**src/rtl/eth_tx_arb_pkg.sv**
```systemverilog
// Shared definitions for the Ethernet TX frame arbiter.
// Holds the FSM state encoding, the one-hot grant codes and the byte
// emitted on the truncation beat of an aborted frame.
package eth_tx_arb_pkg;

    localparam int AXIS_DATA_W = 8;

    localparam logic [2:0] ST_IDLE  = 3'd0;
    localparam logic [2:0] ST_PASS  = 3'd1;
    localparam logic [2:0] ST_ABORT = 3'd2;
    localparam logic [2:0] ST_DRAIN = 3'd3;
    localparam logic [2:0] ST_GAP   = 3'd4;

    typedef enum logic [2:0] {
        IDLE  = ST_IDLE,
        PASS  = ST_PASS,
        ABORT = ST_ABORT,
        DRAIN = ST_DRAIN,
        GAP   = ST_GAP
    } arb_state_e;

    localparam logic [1:0] GRANT_NONE = 2'b00;
    localparam logic [1:0] GRANT_S0   = 2'b01;
    localparam logic [1:0] GRANT_S1   = 2'b10;

    localparam logic [AXIS_DATA_W-1:0] ABORT_FILL_BYTE = 8'h00;

endpackage

```
**src/rtl/eth_tx_frame_arbiter_if.sv**
```systemverilog
// Byte-wide AXI-Stream bundle used for both arbiter inputs and the MAC TX output.
//   tdata/tvalid/tlast : driven by the master
//   tready             : driven by the slave
// tuser is carried as a separate port on the arbiter since only the TX side uses it.
interface eth_tx_frame_arbiter_if;
    import eth_tx_arb_pkg::*;

    logic [AXIS_DATA_W-1:0] tdata;
    logic                   tvalid;
    logic                   tlast;
    logic                   tready;

    modport master (output tdata, output tvalid, output tlast, input tready);
    modport slave  (input tdata, input tvalid, input tlast, output tready);

endinterface

```
**src/rtl/eth_tx_arb_rr.sv**
```systemverilog
// Two-way frame picker.
//   priority_mode : 1 = source 0 always wins a contention, 0 = round-robin
//   valid         : {s1_tvalid, s0_tvalid}
//   rr_ptr        : source favoured on the next contention in round-robin mode
//   pick          : one-hot choice (GRANT_S0 / GRANT_S1 / GRANT_NONE)
module eth_tx_arb_rr
    import eth_tx_arb_pkg::*;
(
    input  logic       priority_mode,
    input  logic [1:0] valid,
    input  logic       rr_ptr,
    output logic [1:0] pick
);

    always_comb begin
        pick = GRANT_NONE;
        case (valid)
            2'b01:   pick = GRANT_S0;
            2'b10:   pick = GRANT_S1;
            2'b11:   pick = (priority_mode || !rr_ptr) ? GRANT_S0 : GRANT_S1;
            default: pick = GRANT_NONE;
        endcase
    end

endmodule

```
**src/rtl/eth_tx_frame_arbiter.sv**
```systemverilog
// Frame-level arbiter sharing the MAC TX AXI-Stream between the command
// response path (s0) and the ADC data packetizer (s1). Whole frames are
// granted, a programmable inter-frame gap follows every frame, and a source
// that stalls mid-frame is cut off with a tuser-flagged tlast beat, after
// which its remaining bytes are swallowed up to its own tlast.
//
// Ports:
//   gtx_clk_bufg   : clock for all logic
//   gtx_resetn     : asynchronous active-low reset (released synchronously)
//   s0_axis        : command-response frames (slave)
//   s1_axis        : ADC frames (slave)
//   tx_axis        : towards the MAC TX FIFO (master)
//   tx_axis_tuser  : 1 on the tlast beat of a truncated frame
//   grant          : registered one-hot owner, 01 = s0, 10 = s1, 00 = none
//   frame_cnt0/1   : completed frames per source (wrapping)
//   abort_cnt      : truncated frames, both sources (wrapping)
module eth_tx_frame_arbiter
    import eth_tx_arb_pkg::*;
#(
    parameter int PRIORITY_MODE = 1,
    parameter int IFG_CYCLES    = 12,
    parameter int STALL_TIMEOUT = 1024,
    parameter int CNT_W         = 16
) (
    input  logic                   gtx_clk_bufg,
    input  logic                   gtx_resetn,
    eth_tx_frame_arbiter_if.slave  s0_axis,
    eth_tx_frame_arbiter_if.slave  s1_axis,
    eth_tx_frame_arbiter_if.master tx_axis,
    output logic                   tx_axis_tuser,
    output logic [1:0]             grant,
    output logic [CNT_W-1:0]       frame_cnt0,
    output logic [CNT_W-1:0]       frame_cnt1,
    output logic [CNT_W-1:0]       abort_cnt
);

    localparam int STALL_W = (STALL_TIMEOUT > 2) ? $clog2(STALL_TIMEOUT) : 1;
    localparam logic [STALL_W-1:0] STALL_LAST = STALL_W'(STALL_TIMEOUT - 1);
    localparam int GAP_W = (IFG_CYCLES > 1) ? $clog2(IFG_CYCLES) : 1;
    localparam logic [GAP_W-1:0] GAP_LAST = GAP_W'((IFG_CYCLES > 0) ? IFG_CYCLES - 1 : 0);
    localparam logic [CNT_W-1:0] CNT_ONE = CNT_W'(1);

    // Reset is asserted asynchronously but released two clocks later so
    // that every flop leaves reset on the same edge.
    logic [1:0] rst_sync_reg;
    logic       rst_n_int;

    always_ff @(posedge gtx_clk_bufg or negedge gtx_resetn) begin
        if (!gtx_resetn) begin
            rst_sync_reg <= 2'b00;
        end else begin
            rst_sync_reg <= {rst_sync_reg[0], 1'b1};
        end
    end

    assign rst_n_int = rst_sync_reg[1];

    arb_state_e             state_reg, state_next;
    logic [1:0]             grant_reg, grant_next;
    logic                   rr_ptr_reg, rr_ptr_next;
    logic [STALL_W-1:0]     stall_cnt_reg, stall_cnt_next;
    logic [GAP_W-1:0]       gap_cnt_reg, gap_cnt_next;
    logic [CNT_W-1:0]       frame_cnt0_reg, frame_cnt0_next;
    logic [CNT_W-1:0]       frame_cnt1_reg, frame_cnt1_next;
    logic [CNT_W-1:0]       abort_cnt_reg, abort_cnt_next;

    logic [1:0]             pick;
    logic                   sel_s1;
    logic [AXIS_DATA_W-1:0] g_tdata;
    logic                   g_tvalid;
    logic                   g_tlast;
    logic                   g_ready;
    logic [AXIS_DATA_W-1:0] tx_tdata;
    logic                   tx_tvalid;
    logic                   tx_tlast;
    logic                   tx_tuser;

    eth_tx_arb_rr u_rr (
        .priority_mode (PRIORITY_MODE != 0),
        .valid         ({s1_axis.tvalid, s0_axis.tvalid}),
        .rr_ptr        (rr_ptr_reg),
        .pick          (pick)
    );

    // Mux of the currently granted source.
    assign sel_s1   = grant_reg[1];
    assign g_tdata  = sel_s1 ? s1_axis.tdata  : s0_axis.tdata;
    assign g_tvalid = sel_s1 ? s1_axis.tvalid : s0_axis.tvalid;
    assign g_tlast  = sel_s1 ? s1_axis.tlast  : s0_axis.tlast;

    always_ff @(posedge gtx_clk_bufg or negedge rst_n_int) begin
        if (!rst_n_int) begin
            state_reg      <= IDLE;
            grant_reg      <= GRANT_NONE;
            rr_ptr_reg     <= 1'b0;
            stall_cnt_reg  <= '0;
            gap_cnt_reg    <= '0;
            frame_cnt0_reg <= '0;
            frame_cnt1_reg <= '0;
            abort_cnt_reg  <= '0;
        end else begin
            state_reg      <= state_next;
            grant_reg      <= grant_next;
            rr_ptr_reg     <= rr_ptr_next;
            stall_cnt_reg  <= stall_cnt_next;
            gap_cnt_reg    <= gap_cnt_next;
            frame_cnt0_reg <= frame_cnt0_next;
            frame_cnt1_reg <= frame_cnt1_next;
            abort_cnt_reg  <= abort_cnt_next;
        end
    end

    always_comb begin
        state_next      = state_reg;
        grant_next      = grant_reg;
        rr_ptr_next     = rr_ptr_reg;
        stall_cnt_next  = stall_cnt_reg;
        gap_cnt_next    = gap_cnt_reg;
        frame_cnt0_next = frame_cnt0_reg;
        frame_cnt1_next = frame_cnt1_reg;
        abort_cnt_next  = abort_cnt_reg;
        tx_tdata        = '0;
        tx_tvalid       = 1'b0;
        tx_tlast        = 1'b0;
        tx_tuser        = 1'b0;
        g_ready         = 1'b0;

        case (state_reg)
            IDLE: begin
                if (pick != GRANT_NONE) begin
                    grant_next     = pick;
                    // Favour the other source on the next contention.
                    rr_ptr_next    = pick[0];
                    stall_cnt_next = '0;
                    state_next     = PASS;
                end
            end

            PASS: begin
                tx_tdata  = g_tdata;
                tx_tvalid = g_tvalid;
                tx_tlast  = g_tlast;
                g_ready   = tx_axis.tready;
                // A completing handshake takes precedence over the timeout.
                if (g_tvalid && tx_axis.tready && g_tlast) begin
                    if (sel_s1) begin
                        frame_cnt1_next = frame_cnt1_reg + CNT_ONE;
                    end else begin
                        frame_cnt0_next = frame_cnt0_reg + CNT_ONE;
                    end
                    grant_next   = GRANT_NONE;
                    gap_cnt_next = '0;
                    state_next   = (IFG_CYCLES == 0) ? IDLE : GAP;
                end else if (g_tvalid) begin
                    // MAC backpressure alone never counts as a stall.
                    stall_cnt_next = '0;
                end else if (stall_cnt_reg == STALL_LAST) begin
                    state_next = ABORT;
                end else begin
                    stall_cnt_next = stall_cnt_reg + 1'b1;
                end
            end

            ABORT: begin
                tx_tdata  = ABORT_FILL_BYTE;
                tx_tvalid = 1'b1;
                tx_tlast  = 1'b1;
                tx_tuser  = 1'b1;
                if (tx_axis.tready) begin
                    abort_cnt_next = abort_cnt_reg + CNT_ONE;
                    state_next     = DRAIN;
                end
            end

            DRAIN: begin
                // Swallow the rest of the truncated frame.
                g_ready = 1'b1;
                if (g_tvalid && g_tlast) begin
                    grant_next   = GRANT_NONE;
                    gap_cnt_next = '0;
                    state_next   = (IFG_CYCLES == 0) ? IDLE : GAP;
                end
            end

            GAP: begin
                if (gap_cnt_reg == GAP_LAST) begin
                    state_next = IDLE;
                end else begin
                    gap_cnt_next = gap_cnt_reg + 1'b1;
                end
            end

            default: begin
                state_next = IDLE;
                grant_next = GRANT_NONE;
            end
        endcase
    end

    assign s0_axis.tready = g_ready && (grant_reg == GRANT_S0);
    assign s1_axis.tready = g_ready && (grant_reg == GRANT_S1);
    assign tx_axis.tdata  = tx_tdata;
    assign tx_axis.tvalid = tx_tvalid;
    assign tx_axis.tlast  = tx_tlast;
    assign tx_axis_tuser  = tx_tuser;
    assign grant          = grant_reg;
    assign frame_cnt0     = frame_cnt0_reg;
    assign frame_cnt1     = frame_cnt1_reg;
    assign abort_cnt      = abort_cnt_reg;

endmodule

```
**src/flat_wrapper.sv**
```systemverilog
// flat-port wrapper written by rule: the top's interface ports become plain ports
module eth_tx_frame_arbiter_flat import eth_tx_arb_pkg::*;
#(
    parameter int PRIORITY_MODE = 1,
    parameter int IFG_CYCLES    = 12,
    parameter int STALL_TIMEOUT = 1024,
    parameter int CNT_W         = 16
)
  (gtx_clk_bufg, gtx_resetn, tx_axis_tuser, grant, frame_cnt0, frame_cnt1, abort_cnt, s0_axis_tdata, s0_axis_tvalid, s0_axis_tlast, s0_axis_tready, s1_axis_tdata, s1_axis_tvalid, s1_axis_tlast, s1_axis_tready, tx_axis_tdata, tx_axis_tvalid, tx_axis_tlast, tx_axis_tready);
  eth_tx_frame_arbiter_if s0_axis_i ();
  eth_tx_frame_arbiter_if s1_axis_i ();
  eth_tx_frame_arbiter_if tx_axis_i ();
  input  logic gtx_clk_bufg;
  input  logic gtx_resetn;
  output logic tx_axis_tuser;
  output logic [1:0] grant;
  output logic [CNT_W-1:0] frame_cnt0;
  output logic [CNT_W-1:0] frame_cnt1;
  output logic [CNT_W-1:0] abort_cnt;
  input wire logic [$bits(s0_axis_i.tdata)-1:0] s0_axis_tdata;
  input wire logic [$bits(s0_axis_i.tvalid)-1:0] s0_axis_tvalid;
  input wire logic [$bits(s0_axis_i.tlast)-1:0] s0_axis_tlast;
  output wire logic [$bits(s0_axis_i.tready)-1:0] s0_axis_tready;
  input wire logic [$bits(s1_axis_i.tdata)-1:0] s1_axis_tdata;
  input wire logic [$bits(s1_axis_i.tvalid)-1:0] s1_axis_tvalid;
  input wire logic [$bits(s1_axis_i.tlast)-1:0] s1_axis_tlast;
  output wire logic [$bits(s1_axis_i.tready)-1:0] s1_axis_tready;
  output wire logic [$bits(tx_axis_i.tdata)-1:0] tx_axis_tdata;
  output wire logic [$bits(tx_axis_i.tvalid)-1:0] tx_axis_tvalid;
  output wire logic [$bits(tx_axis_i.tlast)-1:0] tx_axis_tlast;
  input wire logic [$bits(tx_axis_i.tready)-1:0] tx_axis_tready;
  assign s0_axis_i.tdata = s0_axis_tdata;
  assign s0_axis_i.tvalid = s0_axis_tvalid;
  assign s0_axis_i.tlast = s0_axis_tlast;
  assign s0_axis_tready = s0_axis_i.tready;
  assign s1_axis_i.tdata = s1_axis_tdata;
  assign s1_axis_i.tvalid = s1_axis_tvalid;
  assign s1_axis_i.tlast = s1_axis_tlast;
  assign s1_axis_tready = s1_axis_i.tready;
  assign tx_axis_tdata = tx_axis_i.tdata;
  assign tx_axis_tvalid = tx_axis_i.tvalid;
  assign tx_axis_tlast = tx_axis_i.tlast;
  assign tx_axis_i.tready = tx_axis_tready;
  eth_tx_frame_arbiter #(.PRIORITY_MODE(PRIORITY_MODE), .IFG_CYCLES(IFG_CYCLES), .STALL_TIMEOUT(STALL_TIMEOUT), .CNT_W(CNT_W)) u_core (.gtx_clk_bufg(gtx_clk_bufg), .gtx_resetn(gtx_resetn), .s0_axis(s0_axis_i), .s1_axis(s1_axis_i), .tx_axis(tx_axis_i), .tx_axis_tuser(tx_axis_tuser), .grant(grant), .frame_cnt0(frame_cnt0), .frame_cnt1(frame_cnt1), .abort_cnt(abort_cnt));
endmodule
```
**config.mk**
```make
export PLATFORM = sky130hd
export DESIGN_NAME = eth_tx_frame_arbiter_flat
export DESIGN_NICKNAME = d
export VERILOG_FILES = /design/src/rtl/eth_tx_arb_pkg.sv /design/src/rtl/eth_tx_frame_arbiter_if.sv /design/src/rtl/eth_tx_arb_rr.sv /design/src/rtl/eth_tx_frame_arbiter.sv /design/src/flat_wrapper.sv
export SDC_FILE = /design/constraint.sdc
export NUM_CORES = 1
export LEC_CHECK = 0
export ABC_AREA = 1
export CAP_MARGIN = 10
export CORE_ASPECT_RATIO = 0.9
export CORE_MARGIN = 2
export CORE_UTILIZATION = 50
export DETAILED_ROUTE_END_ITERATION = 10
export GPL_ROUTABILITY_DRIVEN = 0
export PLACE_DENSITY = 0.9
export REMOVE_ABC_BUFFERS = 1
export SLEW_MARGIN = 20
export SYNTH_ARGS = -nofsm -noshare
export SYNTH_HDL_FRONTEND = slang
export SYNTH_SLANG_ARGS = --single-unit
```
**constraint.sdc**
```tcl
create_clock -name gtx_clk_bufg -period 2.3 [get_ports gtx_clk_bufg]
set_input_delay 0.345 -clock gtx_clk_bufg [delete_from_list [all_inputs] [get_ports gtx_clk_bufg]]
set_output_delay 0.345 -clock gtx_clk_bufg [all_outputs]
set_load 0.05 [all_outputs]
```
### After elaboration in Yosys (flattened, before gate mapping)

Cells that the tools add are included.
Widths: inputs -> output; s select.

* bits of input ports: 23
* register bits: 69
* word-level logic and storage cells: 84
* output and inout port bits: 63

* equal/unequal tests: 21
* mux-type cells: 30
* add/sub/neg operators: 5
* reduce and logical (&&, ||, !) cells: 18
* bitwise operators: 2

Operators by type and width (number)
* $add 16x1->16 const B: 3
* $mux 10: 4
* $mux 3: 7
* $pmux 10 s2: 1
* $mux 8: 2
* $pmux 3 s5: 1
* $mux 4: 3
* $pmux 4 s3: 1
* $reduce_and 4->1: 3
* $add 10x1->10 const B: 1
* $eq 10x10->1 const B: 1
* $ne 2x1->1 const B: 4
* $pmux 2 s4: 1
* $eq 2x2->1 const B: 3
* $eq 3x2->1 const B: 2
* $mux 2: 3
* $ne 2x2->1 const B: 3
* $pmux 1 s2: 3
* $reduce_and 3->1: 2
* $reduce_and 6->1: 1
* $logic_and 1x1->1: 5
* $add 4x1->4 const B: 1
* $eq 2x1->1 const B: 2
* $eq 4x4->1 const B: 1
* 13 further kinds: 18

### Depth between registers and ports, before layout

* word-level depth: 6
* gate-level depth with buffers: 10
* gate-level depth less buffers: 10

### Modules after synthesis

From an unflattened synthesis, not the netlist that was laid out.

* cells, all modules: 568
* area, all modules: 4083.9 um^2

By module, submodules not included
* eth_tx_frame_arbiter: area each 4045.1 um^2, cells each 558, sequential area each 1751.7 um^2, instances 1
* eth_tx_arb_rr: area each 38.8 um^2, cells each 10, sequential area each 0.0 um^2, instances 1

### Worst setup path after synthesis

No wires, ideal clock.

* kind: flip-flop to output port
* from: register u_core.grant_reg[1] (netlist: u_core.grant[1])
* to: output s1_axis_tready
* cell stages (with the launch flop): 4
* setup slack: -0.251 ns
* path buffers: 1
* required time: 1.955 ns
* data arrival time: 2.206 ns
* cells stage by stage: dfrtp_1 -> inv_2 -> clkbuf_1 -> nor3_1

* cells in the longest elaborated chain, start to end: 2

Ends and longest elaborated chain
* start, declared: RTL line eth_tx_frame_arbiter.sv:59 `logic [1:0] grant_reg, grant_next;`
* start signal, assigned: RTL line eth_tx_frame_arbiter.sv:103 `grant_reg <= grant_next;`
* $eq 2x2->1: RTL line eth_tx_frame_arbiter.sv:201 `assign s1_axis.tready = g_ready && (grant_reg == GRANT_S1);`
* $logic_and 1x1->1: RTL line eth_tx_frame_arbiter.sv:201
* end, declared: RTL line flat_wrapper.sv:27 `output wire logic [$bits(s1_axis_i.tready)-1:0] s1_axis_tready;`

No other way between the ends.

### Final worst setup path

* from: register u_core.state_reg[1]
* to: output s0_axis_tready

* cells in the longest elaborated chain, start to end: 3
* elaborated cells on any way between the ends: 4
* classes of those cells: 2 x eq/ne; 1 x mux; 1 x reduce/logical

Ends and longest elaborated chain
* start, declared: RTL line eth_tx_frame_arbiter.sv:58 `arb_state_e state_reg, state_next;`
* start signal, assigned: RTL line eth_tx_frame_arbiter.sv:102 `state_reg <= state_next;`
* $eq 3x2->1 / $eq 3x1->1 (equally long branches): RTL line eth_tx_frame_arbiter.sv:128 `case (state_reg)`
* $pmux 1 s2 (*): RTL line eth_tx_frame_arbiter.sv:128
* $logic_and 1x1->1 (*): RTL line eth_tx_frame_arbiter.sv:200 `assign s0_axis.tready = g_ready && (grant_reg == GRANT_S0);`
* end, declared: RTL line flat_wrapper.sv:23 `output wire logic [$bits(s0_axis_i.tready)-1:0] s0_axis_tready;`

Mark *: on every way between the ends. The rest lies on a longest branch, timed or not.

==> impl_results.md <==
* GR Util All Layers at 0.2389
* Drt total wl at 10.31 mm
* TritonCTS buffer count at 9
* Largest net degree at the start of global routing at 39
* Post-synth EDFFs at 0
* Req. time, crit path at 1.96 ns
* DRT Pass-1 Iters at 7
* Leak Pwr at 2.495 nW
* FF-to-FF Start: u_core.grant[1]$_DFFE_PN0P_
* Final Cell Area at about 0.0054 sq mm
* CP Launch Type: flop
* Starting Density at 0.5102
* Slowest CP cell: dfrtp_1
* RSZ-0062 raised after global routing: false
* R2r worst-path depth at 8
* Final core utilization at 0.6718
* Die H at 89.66 um
* Ratio of final minimum period to clock period at 0.9401
* Worst R2R Setup Slack at 0.42 ns
* Clk Latency, worst-skew pair at 0.35 ns
* Die Area at slightly below 0.009 sq mm
* Async SR Flop Fraction at 1.000
* Clock root cell: clkbuf_8
* Via density at approximately 5.3
* Most frequent cells in the layout: nand2_1, clkdlybuf4s50_1, dfrtp_1, nor2_1, inv_1
* CP cell instances: nor2_2 > nand2_2 > inv_2 > a21oi_1 > nor2_1 > buf_12
* Tot Pwr at 5.223 mW
* Crit path max fanout at 7
* Most common cell after layout, fill and taps aside: nand2_1
* VDD IR max at slightly above 0.0008 V
* CORE AREA at 0.007990 sq mm
* Max_slew headroom at 0.6501
* Row count at 31
* Critical path type: flop to primary output
* Max Cap Viol at 0
* Post-synth cell types at 24
* Vias after detailed routing at 4113
* Iteration-0 DRC Markers at 267
* CTS max path bufs at 2
* Largest stage delay on the critical path at 0.48 ns
* Share of layout cells above drive strength 1 at 0.08593
* Routed len/inst at 13.32 um
* CTS tree: yes
* Area leader, netlist: dfrtp_1
* Final ANT Viol Nets at 0
* Clk pin slew, worst setup/hold paths at 0.08 ns
* Area Growth Syn to Fin at 31.68%
* Worst path top cell family by delay: flip-flops
* Worst slew pin tran at between 0.5 and 0.6 ns
* Status: complete, no violations
* Post-synthesis register bit count at between 60 and 70
* Gate Count Post-Synth at 574
* Sequential fraction of the synthesis area at 0.4236
* Number of global-route vias before repair at 3797
* Hold Violations, Final at 0
* Minimum clock period at 2.162 ns
* Io pins at 86
* Global-route wire length before repair at 17.08 mm
* HPWL reported at the end of detailed placement at 7.750 mm
* Synth Warn # at 0
* Detailed-route DRC error count at 0
* Overflow after GRT at 0
* HP Class: flop to asynchronous set/reset pin
* Antenna violations before repair at 0
* Final Max Tran Viols at 0
* Die Span X at around 100 um
* Critical path capture point type: primary output
* Crit path buf inv count at 2
* Setup violators final at 0
* Fill count at between 500 and 600
* Clock H-tree levels at 3
* Main flop type after synthesis: dfrtp_1
* Final std cells w/o fill at between 700 and 800
* Clk sink count at 69
* Fmax at 462.5 MHz
* Final nets at 698
* Syn Area/Cell at between 7 and 8 sq um
* Antenna Cells at 0
* DP Cell Count at around 760
* Top post-synthesis cells by area: dfrtp_1, nand2_1, nor2_1, nand3_1, xor2_1
* Area after DPL at 0.005179 sq mm
* Mapped Area at roughly 0.004 sq mm
* Worst Path Arrival at ~1.8 ns
* IO Port Bufs at 85
* Layout Skew at 0.01210 ns
* RR Endpoint: u_core.frame_cnt1[4]$_DFFE_PN0P_
* PD cells at 973.1 mW/mm^2
* # hold bufs at CTS at 0
* Share of the synthesized area in the top cell type at 0.4236
layer usage:
metal  wire length, um  track usage
met1              4350       0.2987
met2              5096       0.4134
met3               606      0.04721
met4               256      0.09838
met5                 0            0
where the power goes:
group	switching [mW]	internal, mW
sequential	0.257	1.40
clock	0.448	0.496
combinational	1.73	0.883
cell families after synthesis:
kind of cell,synth area share
simple gates,0.4048
flops,0.4236
buf+inv,0.05801
xor+xnor,0.06661
compound gates,0.03069
fa+ha+maj,0.01535
other cells,0.0009199
worst max-delay path by stage:
stage                                          startpoint                          endpoint  slack (ns)  cells past startpoint
final                     u_core.state_reg[1]$_DFFE_PN0P_                    s0_axis_tready        0.14                      6
after global routing      u_core.state_reg[2]$_DFFE_PN0P_                    s0_axis_tready        0.04                      6
after floorplan               u_core.grant[1]$_DFFE_PN0P_                    tx_axis_tvalid       -0.48                      4
after detailed placement                   s1_axis_tvalid  u_core.frame_cnt1[4]$_DFFE_PN0P_        0.27                      8
after global placement                     s1_axis_tvalid  u_core.frame_cnt1[9]$_DFFE_PN0P_        0.37                      8
after CTS                 u_core.state_reg[2]$_DFFE_PN0P_                    s1_axis_tready        0.11                      6
what timing repair did:
item                                   in CTS  in global routing
buffers inserted                            0                  0
setup endpoints to repair                   0                  1
gates resized for setup                     0                  2
endpoints found under the hold margin       0                  0
metrics by stage:
step	hold slack [ns]	setup slack [ns]	setup TNS (ns)
after floorplan	0.04941	-0.4777	-1.186
after global placement	0.1231	0.3694	0
after detailed placement	0.1237	0.2710	0
after CTS	0.1323	0.1069	0
after global routing	0.1405	0.03902	0
final	0.1245	0.1377	0
final cells by class:
cell class,count,area (sq um),area share
inverter,52,195.2,0.03636
timing repair buffer,92,1018,0.1897
tap,99,123.9,0.02308
clock inverter,5,52.55,0.009790
multi-input combinational,446,2118,0.3946
sequential,69,1728,0.3219
clock buffer,11,131.4,0.02448
synthesized netlist by cell type, types with 7 or more instances:
cell type    n
dfrtp_1     69
inv_1       46
nand3b_1     7
nand2_1    235
nor3_1      16
a21oi_1     12
o21ai_1      7
xor2_1      21
nand3_1     40
xnor2_1     10
nor2_1      54
nand4_1     15
Note: power is estimated with default switching activity, not from simulation.
